File: src/rtl/scan_param_commit_if.sv
// Bus bundle for scan_param_commit: control-side requests/clears in,
// committed values and per-channel status flags out.
interface scan_param_commit_if #(
    parameter int NUM_CH = 4,
    parameter int DATA_W = 32
);
    logic [NUM_CH-1:0]        req_in;
    logic [NUM_CH*DATA_W-1:0] data_in;
    logic                     commit_tick;
    logic [NUM_CH-1:0]        clear_overrun;
    logic [NUM_CH*DATA_W-1:0] active_out;
    logic [NUM_CH-1:0]        pending_out;
    logic [NUM_CH-1:0]        ack_out;
    logic [NUM_CH-1:0]        overrun_out;
    logic [NUM_CH-1:0]        timeout_out;

    modport master (
        output req_in, data_in, commit_tick, clear_overrun,
        input  active_out, pending_out, ack_out, overrun_out, timeout_out
    );

    modport slave (
        input  req_in, data_in, commit_tick, clear_overrun,
        output active_out, pending_out, ack_out, overrun_out, timeout_out
    );
endinterface

File: src/rtl/scan_param_commit.sv
// scan_param_commit: per-channel shadow/active parameter staging.
// A request stages a value into the shadow register; the value moves to the
// active register only on a scan boundary (commit_tick), with a one-cycle ack.
// Optional watchdog forced commit: define SCAN_COMMIT_TIMEOUT_EN.
module scan_param_commit #(
    parameter int                NUM_CH      = 4,
    parameter int                DATA_W      = 32,
    parameter logic [DATA_W-1:0] RESET_VAL   = '0,
    parameter int                TIMEOUT_CYC = 1000
) (
    input  logic               clk_fast,
    input  logic               reset_n,
    scan_param_commit_if.slave bus
);

    typedef enum logic {
        IDLE    = 1'b0,
        PENDING = 1'b1
    } state_e;

    if (TIMEOUT_CYC < 2) begin : g_bad_timeout
        $error("scan_param_commit: TIMEOUT_CYC must be >= 2");
    end

    state_e            state_q  [NUM_CH];
    logic [DATA_W-1:0] shadow_q [NUM_CH];
    logic [DATA_W-1:0] active_q [NUM_CH];
    logic [NUM_CH-1:0] ack_q;
    logic [NUM_CH-1:0] ovr_q;
    logic [NUM_CH-1:0] ovr_d;
    logic [NUM_CH-1:0] commit_d;

`ifdef SCAN_COMMIT_TIMEOUT_EN
    localparam int CNT_W = $clog2(TIMEOUT_CYC + 1);

    logic [CNT_W-1:0]  cnt_q [NUM_CH];
    logic [NUM_CH-1:0] to_fire;
    logic [NUM_CH-1:0] to_q;
    logic [NUM_CH-1:0] to_d;
`endif

    // Per-channel commit decision and next value of the sticky flags (set beats clear)
    always_comb begin
        commit_d = '0;
        ovr_d    = '0;
`ifdef SCAN_COMMIT_TIMEOUT_EN
        to_fire  = '0;
        to_d     = '0;
`endif
        for (int unsigned i = 0; i < NUM_CH; i++) begin
`ifdef SCAN_COMMIT_TIMEOUT_EN
            // A fresh request restarts the watchdog, so it also suppresses the forced commit
            to_fire[i]  = (state_q[i] == PENDING) && !bus.commit_tick && !bus.req_in[i]
                          && (cnt_q[i] == CNT_W'(TIMEOUT_CYC - 1));
            to_d[i]     = to_fire[i] || (to_q[i] && !bus.clear_overrun[i]);
            commit_d[i] = (state_q[i] == PENDING) && (bus.commit_tick || to_fire[i]);
`else
            commit_d[i] = (state_q[i] == PENDING) && bus.commit_tick;
`endif
            ovr_d[i]    = ((state_q[i] == PENDING) && bus.req_in[i] && !bus.commit_tick)
                          || (ovr_q[i] && !bus.clear_overrun[i]);
        end
    end

    // Channel FSMs with their shadow/active registers, ack pulses and flags
    always_ff @(posedge clk_fast or negedge reset_n) begin
        if (!reset_n) begin
            for (int unsigned i = 0; i < NUM_CH; i++) begin
                state_q[i]  <= IDLE;
                shadow_q[i] <= RESET_VAL;
                active_q[i] <= RESET_VAL;
`ifdef SCAN_COMMIT_TIMEOUT_EN
                cnt_q[i]    <= '0;
`endif
            end
            ack_q <= '0;
            ovr_q <= '0;
`ifdef SCAN_COMMIT_TIMEOUT_EN
            to_q  <= '0;
`endif
        end else begin
            ack_q <= commit_d;
            ovr_q <= ovr_d;
`ifdef SCAN_COMMIT_TIMEOUT_EN
            to_q  <= to_d;
`endif
            for (int unsigned i = 0; i < NUM_CH; i++) begin
                // Commit reads the old shadow, so a same-cycle request is staged behind it
                if (commit_d[i]) begin
                    active_q[i] <= shadow_q[i];
                end
                if (bus.req_in[i]) begin
                    shadow_q[i] <= bus.data_in[i*DATA_W +: DATA_W];
                end
                case (state_q[i])
                    IDLE: begin
                        if (bus.req_in[i]) begin
                            state_q[i] <= PENDING;
                        end
                    end
                    PENDING: begin
                        if (commit_d[i] && !bus.req_in[i]) begin
                            state_q[i] <= IDLE;
                        end
                    end
                    default: state_q[i] <= IDLE;
                endcase
`ifdef SCAN_COMMIT_TIMEOUT_EN
                if ((state_q[i] == IDLE) || bus.req_in[i] || commit_d[i]) begin
                    cnt_q[i] <= '0;
                end else begin
                    cnt_q[i] <= cnt_q[i] + CNT_W'(1);
                end
`endif
            end
        end
    end

    // Drive the bus outputs from the registered state
    always_comb begin
        bus.active_out  = '0;
        bus.pending_out = '0;
        for (int unsigned i = 0; i < NUM_CH; i++) begin
            bus.active_out[i*DATA_W +: DATA_W] = active_q[i];
            bus.pending_out[i]                 = (state_q[i] == PENDING);
        end
        bus.ack_out     = ack_q;
        bus.overrun_out = ovr_q;
`ifdef SCAN_COMMIT_TIMEOUT_EN
        bus.timeout_out = to_q;
`else
        bus.timeout_out = '0;
`endif
    end

endmodule

File: src/flat_wrapper.sv
// flat-port wrapper written by rule: the top's interface ports become plain ports
module scan_param_commit_flat 
#(
    parameter int                NUM_CH      = 4,
    parameter int                DATA_W      = 32,
    parameter logic [DATA_W-1:0] RESET_VAL   = '0,
    parameter int                TIMEOUT_CYC = 1000
)
  (clk_fast, reset_n, bus_req_in, bus_data_in, bus_commit_tick, bus_clear_overrun, bus_active_out, bus_pending_out, bus_ack_out, bus_overrun_out, bus_timeout_out);
  scan_param_commit_if #(.NUM_CH(NUM_CH), .DATA_W(DATA_W)) bus_i ();
  input  logic clk_fast;
  input  logic reset_n;
  input wire logic [$bits(bus_i.req_in)-1:0] bus_req_in;
  input wire logic [$bits(bus_i.data_in)-1:0] bus_data_in;
  input wire logic [$bits(bus_i.commit_tick)-1:0] bus_commit_tick;
  input wire logic [$bits(bus_i.clear_overrun)-1:0] bus_clear_overrun;
  output wire logic [$bits(bus_i.active_out)-1:0] bus_active_out;
  output wire logic [$bits(bus_i.pending_out)-1:0] bus_pending_out;
  output wire logic [$bits(bus_i.ack_out)-1:0] bus_ack_out;
  output wire logic [$bits(bus_i.overrun_out)-1:0] bus_overrun_out;
  output wire logic [$bits(bus_i.timeout_out)-1:0] bus_timeout_out;
  assign bus_i.req_in = bus_req_in;
  assign bus_i.data_in = bus_data_in;
  assign bus_i.commit_tick = bus_commit_tick;
  assign bus_i.clear_overrun = bus_clear_overrun;
  assign bus_active_out = bus_i.active_out;
  assign bus_pending_out = bus_i.pending_out;
  assign bus_ack_out = bus_i.ack_out;
  assign bus_overrun_out = bus_i.overrun_out;
  assign bus_timeout_out = bus_i.timeout_out;
  scan_param_commit #(.NUM_CH(NUM_CH), .DATA_W(DATA_W), .RESET_VAL(RESET_VAL), .TIMEOUT_CYC(TIMEOUT_CYC)) u_core (.clk_fast(clk_fast), .reset_n(reset_n), .bus(bus_i));
endmodule
File: config.mk
export PLATFORM = sky130hd
export DESIGN_NAME = scan_param_commit_flat
export DESIGN_NICKNAME = d
export VERILOG_FILES = /design/src/rtl/scan_param_commit_if.sv /design/src/rtl/scan_param_commit.sv /design/src/flat_wrapper.sv
export SDC_FILE = /design/constraint.sdc
export NUM_CORES = 1
export LEC_CHECK = 0
export BUFFER_PORTS_ARGS = -buffer_cell sky130_fd_sc_hd__buf_2
export CORE_MARGIN = 8
export CORE_UTILIZATION = 45
export CTS_CLUSTER_SIZE = 14
export DETAILED_ROUTE_END_ITERATION = 16
export PLACE_DENSITY = 0.67
export SLEW_MARGIN = 5
export SYNTH_ARGS = -nofsm -noshare
export SYNTH_HDL_FRONTEND = slang
export SYNTH_SLANG_ARGS = --single-unit
File: constraint.sdc
create_clock -name clk_fast -period 1.8 [get_ports clk_fast]
set_input_delay 0.09 -clock clk_fast [delete_from_list [all_inputs] [get_ports clk_fast]]
set_output_delay 0.09 -clock clk_fast [all_outputs]
set_load 0.05 [all_outputs]
* Word level (Yosys, flattened, before mapping) *
Cells that the tools add are included.

operators by class
  muxes and demuxes = 12
  bitwise operators = 4
  reduce and logical (&&, ||, !) cells = 33

operators with widths
  operator                            number
  1-bit logical AND                   20
  1-bit zero test                     9
  1-bit two-way mux                   8
  1-bit case mux with 2 select lines  4
  1-bit logical OR                    4
  1-bit inverter                      4

storage, ports and cells
  input port bits = 139
  flip-flop bits (word level) = 268
  output and inout port bits = 144
  logic and storage cells = 63

* Depth between registers and ports, before layout *
Gate-level depths: netlist of run 1.

  depth after elaboration = 4
  gate-level depth with buffers = 4
  gate-level depth less buffers = 2

* Least setup slack after synthesis of run 1 *
No wires, ideal clock.

  path type = reg2reg
  start point = reg u_core.state_q, in the netlist u_core.bus.pending_out[1]
  end point = reg u_core.active_q, in the netlist u_core.bus.active_out[34]
  buffers on the path = 1
  data arrival time = 1.286 ns
  setup slack = 0.389 ns
  clock period less this slack = 1.411 ns
  setup time = 0.125 ns
  cell stages (with the launch flop) = 4
  required time = 1.675 ns
  path through = dfrtp_1 nand2_4 buf_6 mux2_4

between the ends
  longest elaborated chain between the ends = 1

RTL lines
  element                            line                      source
  from (decl)                        scan_param_commit.sv:25   state_e state_q [NUM_CH];
  from (signal, indexed assignment)  scan_param_commit.sv:69   state_q[i] <= IDLE;
  from (signal, indexed assignment)  scan_param_commit.sv:98   state_q[i] <= PENDING;
  from (signal, indexed assignment)  scan_param_commit.sv:103  state_q[i] <= IDLE;
  1-bit logical AND                  scan_param_commit.sv:58   commit_d[i] = (state_q[i] == PENDING) && bus.commit_tick;
  to (signal, indexed assignment)    scan_param_commit.sv:90   active_q[i] <= shadow_q[i];
  to (decl)                          scan_param_commit.sv:27   logic [DATA_W-1:0] active_q [NUM_CH];

No other way between the ends.
A chain may end at the register's enable or synchronous reset.

* Final worst setup path of run 1 *
  start point = reg u_core.state_q, in the netlist u_core.bus.pending_out[3]
  end point = reg u_core.active_q, in the netlist u_core.bus.active_out[98]

The elaborated chain is that of the path after synthesis.

==> impl_metrics.ini, run 1 <==
[run_status]
status = completed

[place]
place_hpwl_mm = 16.5
gp_congestion = 0.744
port_buffers = 278
placed_cells = 1128

[global_routing]
grt_pass1_wl_mm = 40.0
grt_use_total = 0.175
grt-ovfl-total = 0
grt_max_degree = 53
antenna_found_initial = 0
grt_pass1_vias = 7146

[power]
p_seq_frac = 0.400
p_per_area_nw_per_um2 = 1270
p_sw_mw = 5.95
power_mw = 18.6
irDropWorstVdd_v = 0.000784
p_clk_frac = 0.337
p_comb_frac = 0.263
p_leak_nw = 7.15
p_int_mw = 12.6
switching_share = 0.320

[timing]
whs_ns = 0.0381
max_freq_mhz = 730
min_period_ns = 1.37
rsz0062_at_grt = false
finalSetupViolCount = 0
period_share = 0.762
finClkSkew_ns = 0.0101
fin_tns_setup_ns = 0
drv_slew = 0
hold_violations = 0

[synth]
async_flop_share = 1.00
synth.area.top_cells = dfrtp_1 (64%), mux2_4 (17%), mux2_2 (15%)
yosysMostFrequentCell = dfrtp_1
ys_warn_count = 0
synth.cell_area_um2 = 10400
synth_flop_cell = dfrtp_1
ys_seq_area_frac = 0.643
syn-instance-count = 579
synth_top_area_frac = 0.643
synth_edf_count = 0
yosys_register_bits = 268
yosysTopAreaCell = dfrtp_1
syn_area_per_cell_um2 = 18.0
synthTopCellsByCount = dfrtp_1 (268), mux2_2 (140), mux2_4 (116), buf_2 (16), buf_6 (13)
synthDistinctLibCells = 11

[worst_setup_path]
r2r_slack_ns = 0.43
r2r_start = u_core.bus.pending_out[3]
crit_type = reg2reg
timing.rr.end = u_core.bus.active_out[98]
worst_setup_path_end_kind = flop
reg2reg_depth = 3
crit_arrival_ns = 1.77
cp-start-kind = flop
worstPathRequired_ns = 2.20
crit_path_max_fanout = 20

[cells_and_area]
multi_input_area_um2 = 3450
area_growth_pct = 39.9
ff_latch_area_um2 = 6710
final_layout_size_suffix_gt1_frac = 0.587
nets = 1148
fillers = 1631
diodes = 0
final_core_util = 0.643
final_cell_count_no_fill = 1316

[clock_tree]
htreeDepth = 1
clk_latency_ns = 0.52
cts_buffers = 29
cts_root_buffer = clkbuf_16
cts_tree = done
cts_num_sinks = 268
cts.path.max_buffers = 3
postCtsSetupRepairBufs = 0
cts.clk_slew.worst_paths_ns = 0.06

[min_path]
hold_end = u_core.bus.pending_out[2]
hp-class = in2reg
hold_depth = 3
holdCritStartpoint = bus_req_in[2]

[die]
io_pins = 283
die_h_um = 168
initial_core_util = 0.459
floorplan.rows = 55
fp.dieW_um = 168
die_area_um2 = 28300
core_area_um2 = 22700

[detailed_routing]
drtIter0Drc = 191
antenna_left = 0
wl_mm = 24.9
first_pass_iters = 4
route.vias.total = 6216
post_drt_wl_per_cell_um = 18.9
viasPerCell = 4.72
drc = 0

[job]
cap_violations = 0
power groups by stage:
stage | clock [mW] | combinational (mW) | sequential (mW)
global route | 6.66 | 5.12 | 7.54
CTS | 6.43 | 4.93 | 7.44
detailed placement | 0 | 4.70 | 7.52
global placement | 0 | 4.63 | 7.51
floorplan | 0 | 1.38 | 9.52
finish | 6.26 | 4.89 | 7.44
critical path: stages, from the launching register on:
cell and delay (ns):
dfrtp_1 0.43, nand2_4 0.26, buf_12 0.24, mux2_4 0.32
routing by layer:
layer | global-route usage | share of wire | vias up
met1 | 0.211 | 0.41 | 3092
li1 | - | - | 2880
met5 | 0 | 0 | -
met4 | 0.0520 | 0.024 | 0
met2 | 0.299 | 0.49 | 197
met3 | 0.0496 | 0.070 | 47
flip-flops by register name, indices dropped and copies added, names as in the netlist:
name and flops:
u_core.shadow_q 128, u_core.bus.active_out 128, u_core.bus.pending_out 4, u_core.bus.ack_out 4
u_core.bus.overrun_out 4
cell usage in the layout (no fill, tap or decap):
master / instances
buf_8: 1
conb_1: 4
dlygate4sd3_1: 135
a21o_1: 4
inv_1: 9
clkinv_8: 1
buf_2: 277
clkbuf_16: 29
clkinv_2: 7
clkbuf_8: 10
clkbuf_1: 2
buf_4: 5
mux2_2: 140
dfrtp_1: 268
nand2_4: 4
buf_12: 11
mux2_4: 116
bufinv_16: 4
a32o_1: 4
worst max-delay path by stage:
stage / start / endpoint
finish: u_core.bus.pending_out[3] / u_core.bus.active_out[98]
floorplan: u_core.bus.pending_out[1] / u_core.bus.active_out[34]
CTS: u_core.bus.pending_out[0] / bus_pending_out[0]
detailed placement: u_core.bus.pending_out[3] / u_core.bus.active_out[124]
global placement: u_core.bus.pending_out[1] / u_core.bus.active_out[55]
global route: u_core.bus.pending_out[3] / u_core.bus.active_out[106]
per-stage QoR:
step	area (µm²)	setup slack, ns
4_1_cts	14600	0.409
5_1_grt	14600	0.372
3_3_place_gp	12200	0.465
3_5_place_dp	12200	0.430
6_report	14600	0.429
2_1_floorplan	10400	0.389
kinds of logic (layout without fill, tap and decap cells):
| logic type | Yosys count | in the layout | share of synthesized area |
|---|---|---|---|
| other | 1 | 4 | 0.000359 |
| buffers and inverters | 42 | 491 | 0.0278 |
| DFF | 268 | 268 | 0.643 |
| muxes | 256 | 256 | 0.318 |
| and+or+nand+nor | 4 | 4 | 0.00432 |
| AOI/OAI and AO/OA | 8 | 8 | 0.00672 |
cell type report:
cell class                      count  area share
Clock inverter                     12      0.0117
Timing Repair Buffer              429       0.206
Clock buffer                       41      0.0597
Sequential cell                   268       0.459
Multi-Input combinational cell    272       0.236
Inverter                            9     0.00231
Tap cell                          285      0.0244
repair_timing:
action,4_1_cts,5_1_grt
hold buffers,135,0
hold endpoints to repair,400,0
gates resized for setup,0,0
No activity file was read; power rests on OpenSTA's default activity.
==> run 2: changes to the inputs <==
==> constraint.sdc (replaced) <==
create_clock -name clk_fast -period 1.3 [get_ports clk_fast]
set_input_delay 0.065 -clock clk_fast [delete_from_list [all_inputs] [get_ports clk_fast]]
set_output_delay 0.065 -clock clk_fast [all_outputs]
set_load 0.05 [all_outputs]
==> impl_metrics.ini, run 2 (same netlist as run 1, synthesis figures left out) <==
[global_routing]
grt_max_degree = 48
grt-ovfl-total = 0
gr-usage-met1 = 0.225
grt_pass1_vias = 7349
grt_pass1_wl_mm = 41.2
grt_use_total = 0.179
antenna_found_initial = 1
grt_use_met3 = 0.0498
busiest_layer = met2
use_met2 = 0.296

[clock_tree]
cts_tree = done
cts_root_buffer = clkbuf_16
cts.path.max_buffers = 3
htreeDepth = 1
clk_latency_ns = 0.53
cts_num_sinks = 268
cts.clk_slew.worst_paths_ns = 0.06
cts_buffers = 29

[worst_setup_path]
crit_path_max_fanout = 2
critPathBufInv = 1
max_stage_delay_ns = 0.39
r2r_slack_ns = 0.07
crit_end = bus_active_out[6]
reg2reg_depth = 3
worstSetupStartpoint = u_core.bus.active_out[6]
crit_type = reg2out
worst_setup_path_end_kind = output pin
path_cells = buf_2
crit_arrival_ns = 1.20
timing.rr.end = u_core.bus.active_out[118]
cp-start-kind = flop
crit_family = flip-flops
critical_path_depth = 1
slowest_stage = dfrtp_1
r2r_start = u_core.bus.pending_out[3]
worstPathRequired_ns = 1.24

[power]
p_per_area_nw_per_um2 = 1750
p_int_mw = 17.7
p_leak_nw = 7.28
irDropWorstVdd_v = 0.00152
p_seq_frac = 0.396
p_clk_frac = 0.337
p_comb_frac = 0.266
switching_share = 0.321
p_sw_mw = 8.34

[die]
floorplan.rows = 55
initial_core_util = 0.459
die_h_um = 168
fp.dieW_um = 168
io_pins = 283
die_area_um2 = 28300
core_area_um2 = 22700

[timing]
finClkSkew_ns = 0.00892
max_freq_mhz = 791
rsz0062_at_grt = false
fin_tns_setup_ns = 0
whs_ns = 0.0226
min_period_ns = 1.26
hold_violations = 0
period_share = 0.972
drv_slew = 0
finalSetupViolCount = 0

[cells_and_area]
final_cell_count_no_fill = 1337
final_cell_mix = dfrtp_1 (264), buf_2 (259), mux2_2 (140)
final_common_cell = dfrtp_1
final_layout_size_suffix_gt1_frac = 0.589
area_growth_pct = 42.8
nets = 1167

[detailed_routing]
viasPerCell = 4.79
drtIter0Drc = 353
post_drt_wl_per_cell_um = 19.1
route.vias.total = 6399
drc = 0
antenna_left = 0
first_pass_iters = 4
wl_mm = 25.5

[run_status]
status = completed

[place]
place_hpwl_mm = 16.9
port_buffers = 278
placed_cells = 1142
gp_congestion = 0.763

[job]
cap_violations = 0

[min_path]
hp-class = in2reg
run 2: cell count changes in the layout (fill, tap and decap cells not counted), moves of 6 or more:
cell,change
clkbuf_1,+6
buf_2,-18
buf_4,+12
clkbuf_8,-7
clkbuf_4,+12
buf_12,+9
run 2: per-stage QoR:
step                      total power [mW]  setup slack (ns)  area [µm²]   util
final                                 26.0            0.0365       14900  0.656
after global routing                  27.0          0.000721       14900  0.656
after CTS                             26.2           0.00187       14900  0.655
after detailed placement              17.0            0.0872       12400  0.547
after global placement                16.9             0.104       12400  0.547
after floorplan                       15.1            0.0404       10500      -
run 2: cell type report:
class                           count  area (µm²)
Fill cell                        1550        7800
Sequential cell                   268        6710
Multi-Input combinational cell    272        3450
Timing Repair Buffer              448        3320
Clock buffer                       40         797
Tap cell                          285         357
Clock inverter                     14         234
Inverter                            9        33.8
Antenna cell                        1        2.50
run 2: repair_timing:
action | CTS | global route
setup endpoints to repair | 6 | 16
gates resized for setup | 6 | 12
endpoints found under the hold margin | 402 | 4
pin swaps | 0 | 0
setup buffers | 0 | 1
hold buffers | 140 | 3
run 2: layer usage:
metal	routed length, µm	part of all wire	vias to the layer above
met5	0	0	-
met4	742	0.029	0
met3	1750	0.069	49
met2	12300	0.48	216
met1	10700	0.42	3206
li1	-	-	2928
run 2: how the worst min path moves through the flow:
stage                  start                   endpoint  slack (ns)  cells past startpoint
2_1_floorplan        reset_n      u_core.bus.ack_out[0]       -0.23                      0
3_3_place_gp         reset_n  u_core.bus.active_out[47]        0.01                      1
5_1_grt        bus_req_in[0]       u_core.shadow_q[125]        0.02                      3
6_report       bus_req_in[0]       u_core.shadow_q[113]        0.02                      3
3_5_place_dp         reset_n  u_core.bus.active_out[47]        0.01                      1
4_1_cts        bus_req_in[3]        u_core.shadow_q[27]       0.007                      2
run 2: power by group through the flow:
stage / Clock, mW / Combinational [mW] / Sequential, mW
finish: 8.77 / 6.93 / 10.3
detailed placement: 0 / 6.59 / 10.4
global route: 9.30 / 7.25 / 10.5
global placement: 0 / 6.50 / 10.4
CTS: 8.96 / 6.94 / 10.3
floorplan: 0 / 1.92 / 13.2
